===== src/rtl/stepper_spi_pkg.sv =====
// Shared types and defaults for the arbitrated stepper-driver SPI master.
package stepper_spi_pkg;

  localparam int DEF_NUM_DEV = 4;
  localparam int DEF_WIDTH   = 40;

  typedef enum logic [2:0] {
    IDLE  = 3'd0,
    SETUP = 3'd1,
    SHIFT = 3'd2,
    HOLD  = 3'd3,
    GAP   = 3'd4
  } state_t;

endpackage


===== src/rtl/spi_phase_timer.sv =====
// Reloadable SCK phase counter: one-cycle tick at the end of every phase of period+1 cycles.
module spi_phase_timer
  import stepper_spi_pkg::*;
#(
  parameter int DIV_SIZE = 8
) (
  input  logic                clk_in,
  input  logic                rst_in,
  input  logic                load,
  input  logic [DIV_SIZE-1:0] period,
  output logic                tick
);

  logic [DIV_SIZE-1:0] cnt;
  logic [DIV_SIZE-1:0] per;

  // The period is captured on load so later divider changes cannot disturb a transfer.
  always_ff @(posedge clk_in) begin
    if (rst_in) begin
      cnt <= '0;
      per <= '0;
    end else if (load) begin
      cnt <= period;
      per <= period;
    end else if (cnt == '0) begin
      cnt <= per;
    end else begin
      cnt <= cnt - DIV_SIZE'(1);
    end
  end

  assign tick = (cnt == '0) && !load;

endmodule


===== src/rtl/stepper_spi_arbiter.sv =====
// Round-robin SPI master sharing one link between NUM_DEV stepper drivers (mode 0, MSB first).
module stepper_spi_arbiter
  import stepper_spi_pkg::*;
#(
  parameter int NUM_DEV  = DEF_NUM_DEV,
  parameter int WIDTH    = DEF_WIDTH,
  parameter int DIV_SIZE = 8
) (
  input  logic                     clk_in,
  input  logic                     rst_in,
  input  logic [DIV_SIZE-1:0]      clk_div_in,
  input  logic [NUM_DEV-1:0]       req_in,
  input  logic [NUM_DEV*WIDTH-1:0] data_in,
  input  logic                     miso_in,
  output logic                     sck_out,
  output logic                     mosi_out,
  output logic [NUM_DEV-1:0]       cs_n_out,
  output logic [NUM_DEV-1:0]       ack_out,
  output logic [WIDTH-1:0]         rdata_out,
  output logic                     busy_out
);

  localparam int IDX_W  = (NUM_DEV > 1) ? $clog2(NUM_DEV) : 1;
  localparam int BCNT_W = $clog2(2*WIDTH+1);
  localparam logic [BCNT_W-1:0] LAST_PHASE = BCNT_W'(2*WIDTH);
  localparam logic [BCNT_W-1:0] LAST_FALL  = BCNT_W'(2*WIDTH-1);
  localparam logic [IDX_W-1:0]  LAST_IDX   = IDX_W'(NUM_DEV-1);

  state_t              state;
  logic [IDX_W-1:0]    ptr;
  logic [IDX_W-1:0]    sel;
  logic [IDX_W-1:0]    grant_idx;
  logic                grant_vld;
  logic [WIDTH-1:0]    grant_data;
  logic [WIDTH-1:0]    tx;
  logic [WIDTH-1:0]    rx;
  logic [BCNT_W-1:0]   bcnt;
  logic                tick;
  logic                shift_tick;
  logic                rise;
  logic                fall_shift;

  // Scan downward from pointer+NUM_DEV-1 so the requester nearest the pointer is written last and wins.
  always_comb begin
    grant_vld = 1'b0;
    grant_idx = '0;
    for (int i = NUM_DEV-1; i >= 0; i--) begin
      if (req_in[IDX_W'((int'(ptr) + i) % NUM_DEV)]) begin
        grant_vld = 1'b1;
        grant_idx = IDX_W'((int'(ptr) + i) % NUM_DEV);
      end
    end
    if (state != IDLE) grant_vld = 1'b0;
  end

  assign grant_data = data_in[grant_idx*WIDTH +: WIDTH];

  spi_phase_timer #(
    .DIV_SIZE(DIV_SIZE)
  ) u_timer (
    .clk_in (clk_in),
    .rst_in (rst_in),
    .load   (grant_vld),
    .period (clk_div_in),
    .tick   (tick)
  );

  // bcnt numbers the SHIFT phase in progress (1..2*WIDTH); sck is high in odd phases.
  assign shift_tick = (state == SHIFT) && tick;
  assign rise       = ((state == SETUP) && tick)
                    || (shift_tick && !sck_out && (bcnt != LAST_PHASE));
  assign fall_shift = shift_tick && sck_out && (bcnt != LAST_FALL);

  always_ff @(posedge clk_in) begin
    if (grant_vld) begin
      tx <= grant_data;
    end else if (fall_shift) begin
      tx <= {tx[WIDTH-2:0], 1'b0};
    end
    if (rise) begin
      rx <= {rx[WIDTH-2:0], miso_in};
    end
  end

  always_ff @(posedge clk_in) begin
    if (rst_in) begin
      state     <= IDLE;
      ptr       <= '0;
      sel       <= '0;
      bcnt      <= '0;
      sck_out   <= 1'b0;
      mosi_out  <= 1'b0;
      cs_n_out  <= '1;
      ack_out   <= '0;
      rdata_out <= '0;
    end else begin
      ack_out <= '0;
      case (state)
        IDLE: begin
          if (grant_vld) begin
            state    <= SETUP;
            sel      <= grant_idx;
            ptr      <= (grant_idx == LAST_IDX) ? '0 : grant_idx + IDX_W'(1);
            cs_n_out <= ~(NUM_DEV'(1) << grant_idx);
            mosi_out <= grant_data[WIDTH-1];
          end
        end
        SETUP: begin
          if (tick) begin
            state   <= SHIFT;
            sck_out <= 1'b1;
            bcnt    <= BCNT_W'(1);
          end
        end
        SHIFT: begin
          if (tick) begin
            if (bcnt == LAST_PHASE) begin
              state <= HOLD;
            end else begin
              bcnt    <= bcnt + BCNT_W'(1);
              sck_out <= ~sck_out;
              if (fall_shift) mosi_out <= tx[WIDTH-2];
            end
          end
        end
        HOLD: begin
          if (tick) begin
            state     <= GAP;
            cs_n_out  <= '1;
            mosi_out  <= 1'b0;
            ack_out   <= NUM_DEV'(1) << sel;
            rdata_out <= rx;
          end
        end
        GAP: begin
          if (tick) state <= IDLE;
        end
        default: state <= IDLE;
      endcase
    end
  end

  assign busy_out = (state != IDLE);

endmodule

===== config.mk =====
export PLATFORM = sky130hd
export DESIGN_NAME = stepper_spi_arbiter
export DESIGN_NICKNAME = d
export VERILOG_FILES = /design/src/rtl/stepper_spi_pkg.sv /design/src/rtl/spi_phase_timer.sv /design/src/rtl/stepper_spi_arbiter.sv
export SDC_FILE = /design/constraint.sdc
export NUM_CORES = 1
export LEC_CHECK = 0
export ABC_CLOCK_PERIOD_IN_PS = 5780
export CELL_PAD_IN_SITES_DETAIL_PLACEMENT = 1
export CELL_PAD_IN_SITES_GLOBAL_PLACEMENT = 1
export CORE_MARGIN = 2
export CORE_UTILIZATION = 33
export DETAILED_ROUTE_END_ITERATION = 10
export GPL_TIMING_DRIVEN = 0
export PLACE_DENSITY_LB_ADDON = 0.1
export RECOVER_POWER = 25
export SYNTH_ARGS = -nofsm -noshare
export SYNTH_HDL_FRONTEND = slang
export SYNTH_HIERARCHICAL = 1
export SYNTH_SLANG_ARGS = --single-unit

===== constraint.sdc =====
create_clock -name clk_in -period 5.78 [get_ports clk_in]
set_input_delay 0.578 -clock clk_in [delete_from_list [all_inputs] [get_ports clk_in]]
set_output_delay 0.578 -clock clk_in [all_outputs]
set_load 0.01 [all_outputs]

==> results_dict.tcl <==
set metrics [dict create \
    outcome "finished clean" \
    number_of_top_level_design_ports 226 \
    drt-initial-drc-count 203 \
    routed-via-count 6031 \
    drc_violations_left 0 \
    timing.critical_path.cells "clkdlybuf4s50_1 > nor4_2 > nor2_2 > buf_4 > clkbuf_1 > nor2_1 > nand2_1 > a31oi_1 > a21oi_1 > nor3_2 > buf_6 > buf_6" \
    core_mm2 0.0233 \
    timing.critical_path.arrival_ps 4750 \
    worstSetupPathType "input port to flip-flop" \
    synth-simple-area-share_pct 11.0 \
    most-common-layout-cells "sky130_fd_sc_hd__clkdlybuf4s50_1 (191), sky130_fd_sc_hd__mux2i_1 (129), sky130_fd_sc_hd__nand2_1 (104)" \
    final_layout_size_suffix_gt1_share_pct 11.3 \
    postSynthCellCount 682 \
    initial_antenna_violation_count 0 \
    worst_reg2reg_path_depth 12 \
    yosysWarningCount 6 \
    power_density_mw_per_mm2 310 \
    utilization_pct 47.3 \
    fin_nets 1112 \
    synth_compound_area_share_pct 7.27 \
    grt_start_max_net_pins 37 \
    tns_ps 0 \
    p_leak_nw 4.15 \
    cts_post_setup_buffers_inserted 0 \
    hold_buffers 0 \
    worst_setup_slack_after_placement_ps 701 \
    timing.critical_path.to_type "flip-flop" \
    grt_first_pass_wirelength_um 35700 \
    wirelength_um 23300 \
    cp_data_required_time_ps 5910 \
    largest_stage_delay_on_the_critical_path_ps 670 \
    setup_slack_ps 1170 \
    synthToLayoutAreaGrowth_pct 42.3 \
    post_syn_area_mm2 0.00774 \
    synth-seq-area-share_pct 51.3 \
    starting_density_of_the_core_pct 33.3 \
    syn-num-nets 865 \
    holdCritPathClass "flip-flop to flip-flop" \
    cts_sinks 159 \
    finalClockSkew_ps 10.2 \
    fmax_mhz 217 \
    muxShareOfSynthArea_pct 23.9 \
    n_fill_cell 2511 \
    finalWorstPathRequiredPeriod_ps 4610 \
    postSynth.topFlopCell "sky130_fd_sc_hd__dfxtp_1" \
    number_of_setup_violations_in_the_final_report 0 \
    crit_start "req_in[2]" \
    critical-path-top-cell-by-count "sky130_fd_sc_hd__buf_6" \
    drt_pass1_iterations 5 \
    most_common_library_cell_in_the_layout_ignoring_fill_and_taps "sky130_fd_sc_hd__clkdlybuf4s50_1" \
    cts.root.buffer_cell "sky130_fd_sc_hd__clkbuf_16" \
    report.power.total_w 0.00342 \
    floorplan.die.width_um 157 \
    cp-endpoint "tx[34]$_DFFE_PP_" \
    worstReg2RegEnd "tx[34]$_DFFE_PP_" \
    maxCapViolCount 0 \
    clk-insertion-delay-late_ps 430 \
    combinational_family_with_the_most_area_after_synthesis "multiplexers" \
    h-tree-depth 4 \
    cts_tree "built" \
    globalRoute.totalOverflow 0 \
    timing.critical_path.fanout_max 13 \
    clockBufferDepth 2 \
    cts-resized-gates 0 \
    timing_worst_slew_pin_value_ps 858 \
    timing_max_transition_violations_final 0 \
    finalHoldViolCount 0 \
    slew-limit-headroom_pct 42.5 \
    die_area_mm2 0.0247 \
    port_buffers 224 \
    post_synthesis_xor_xnor_area_fraction_pct 1.02 \
    place.gp.congestion 0.773 \
    antennaDiodeCount 0 \
    fin_hold_ws_ps 452 \
    reg2reg_setup_slack_ps 1630 \
    fraction_of_registers_with_async_set_reset_pct 0 \
    cts_buffers 17 \
    hold_start "rdata_out[26]$_SDFFE_PP0N_" \
    setup_repair_after_global_routing_missed_its_margin "false" \
    hpwl_um 17600 \
    regToRegStartpoint "state[1]$_SDFFE_PP0P_" \
    synth_adder_area_share_pct 1.29 \
    viasPerCell 4.78 \
    yosys.cell_types.count 60 \
    mean_instance_size_in_the_synthesized_netlist_um2 11.3 \
    std_cell_rows 56 \
    min_period_over_period_pct 79.8 \
    cts.reportedPaths.clkPinSlew_ps 70 \
    ir_drop_mv 0.217 \
    ys_seq_elements 159 \
    synth-edff-count 79 \
    number_of_global_route_vias_before_repair 6567 \
    routed_wire_length_per_instance_um 18.5 \
    die-height_um 157 \
    critPathSlowestCell "sky130_fd_sc_hd__nor3_2" \
    global_route.usage.total_pct 18.8 \
    postRouteAntennaNets 0 \
    worstSetupStartpointType "input port" \
]
kinds of logic (layout without fill, tap and decap cells):
family | Yosys count | after routing
AOI/OAI and AO/OA | 90 | 90
xor gates and xnor gates | 9 | 9
adders and majority gates | 8 | 8
buffers and inverters | 56 | 316
DFF | 159 | 159
muxes | 169 | 169
and+or+nand+nor | 191 | 191
per-stage QoR:
| stage | cells | area (µm²) |
|---|---|---|
| 5_1_grt | 1261 | 11000 |
| 3_3_place_gp | 1225 | 10400 |
| 2_1_floorplan | 682 | 7740 |
| 3_5_place_dp | 1229 | 10400 |
| 6_report | 1261 | 11000 |
| 4_1_cts | 1261 | 11000 |
worst min path at each step:
stage,slack [ps],depth (start not counted),endpoint
finish,450,2,rdata_out[26]$_SDFFE_PP0N_
global route,470,0,rx[36]$_DFFE_PP_
CTS,460,0,rx[27]$_DFFE_PP_
detailed placement,440,0,rx[27]$_DFFE_PP_
global placement,440,0,rx[1]$_DFFE_PP_
floorplan,430,0,rx[10]$_DFFE_PP_
where the power goes:
group	switching (W)	internal, W	leakage (nW)	total, W
Sequential	0.0000634	0.00135	1.39	0.00142
Clock	0.000485	0.000601	0.273	0.00109
Combinational	0.000422	0.000494	2.49	0.000915
Yosys cell counts, drive strengths merged (4+ instances only):
cell type	n	area (µm²)
nor2	40	153
o31ai	4	30.0
dfxtp	80	1600
nor3	8	40.0
ha	8	100
inv	11	41.3
mux2	40	556
and3	5	31.3
nand2b	10	62.6
o32ai	4	42.6
xnor2	5	43.8
nand2	104	390
a21oi	57	285
edfxtp	79	2370
nor2b	6	37.5
a211oi	6	45.0
buf	22	194
clkbuf	22	90.1
mux2i	129	1290
xor2	4	35.0
worst max-delay path: cells and delay by family:
kind                   cells  cell delay, ps
AO/OA/AOI/OAI              2             400
buffers and inverters      5            1460
AND/OR/NAND/NOR            5            2280
flip-flops by register name, summed over array words and instances, names as in the netlist, 4 cells and up:
| register | count |
|---|---|
| u_timer/cnt | 8 |
| tx | 39 |
| cs_n_out | 4 |
| bcnt | 7 |
| rx | 40 |
| rdata_out | 40 |
| u_timer/per | 8 |
| ack_out | 4 |
layer usage:
layer  track usage, %  share of wire (%)  vias to the layer above
met1             23.1                 44                     2901
li1                 -                  -                     2937
met3             5.45                7.0                       20
met5                0                  0                        -
met4             5.28                1.3                        0
met2             32.0                 48                      173
cell type report:
| class | instances | area, µm² | share of cell area, % |
|---|---|---|---|
| sequential | 159 | 3970 | 36.1 |
| clock inverter | 14 | 134 | 1.22 |
| multi-input combinational | 467 | 3450 | 31.3 |
| inverter | 12 | 45.0 | 0.409 |
| tap | 319 | 399 | 3.62 |
| clock buffer | 18 | 429 | 3.90 |
| buffer | 44 | 284 | 2.58 |
| timing repair buffer | 228 | 2300 | 20.9 |
No activity file was read; power rests on OpenSTA's default activity.
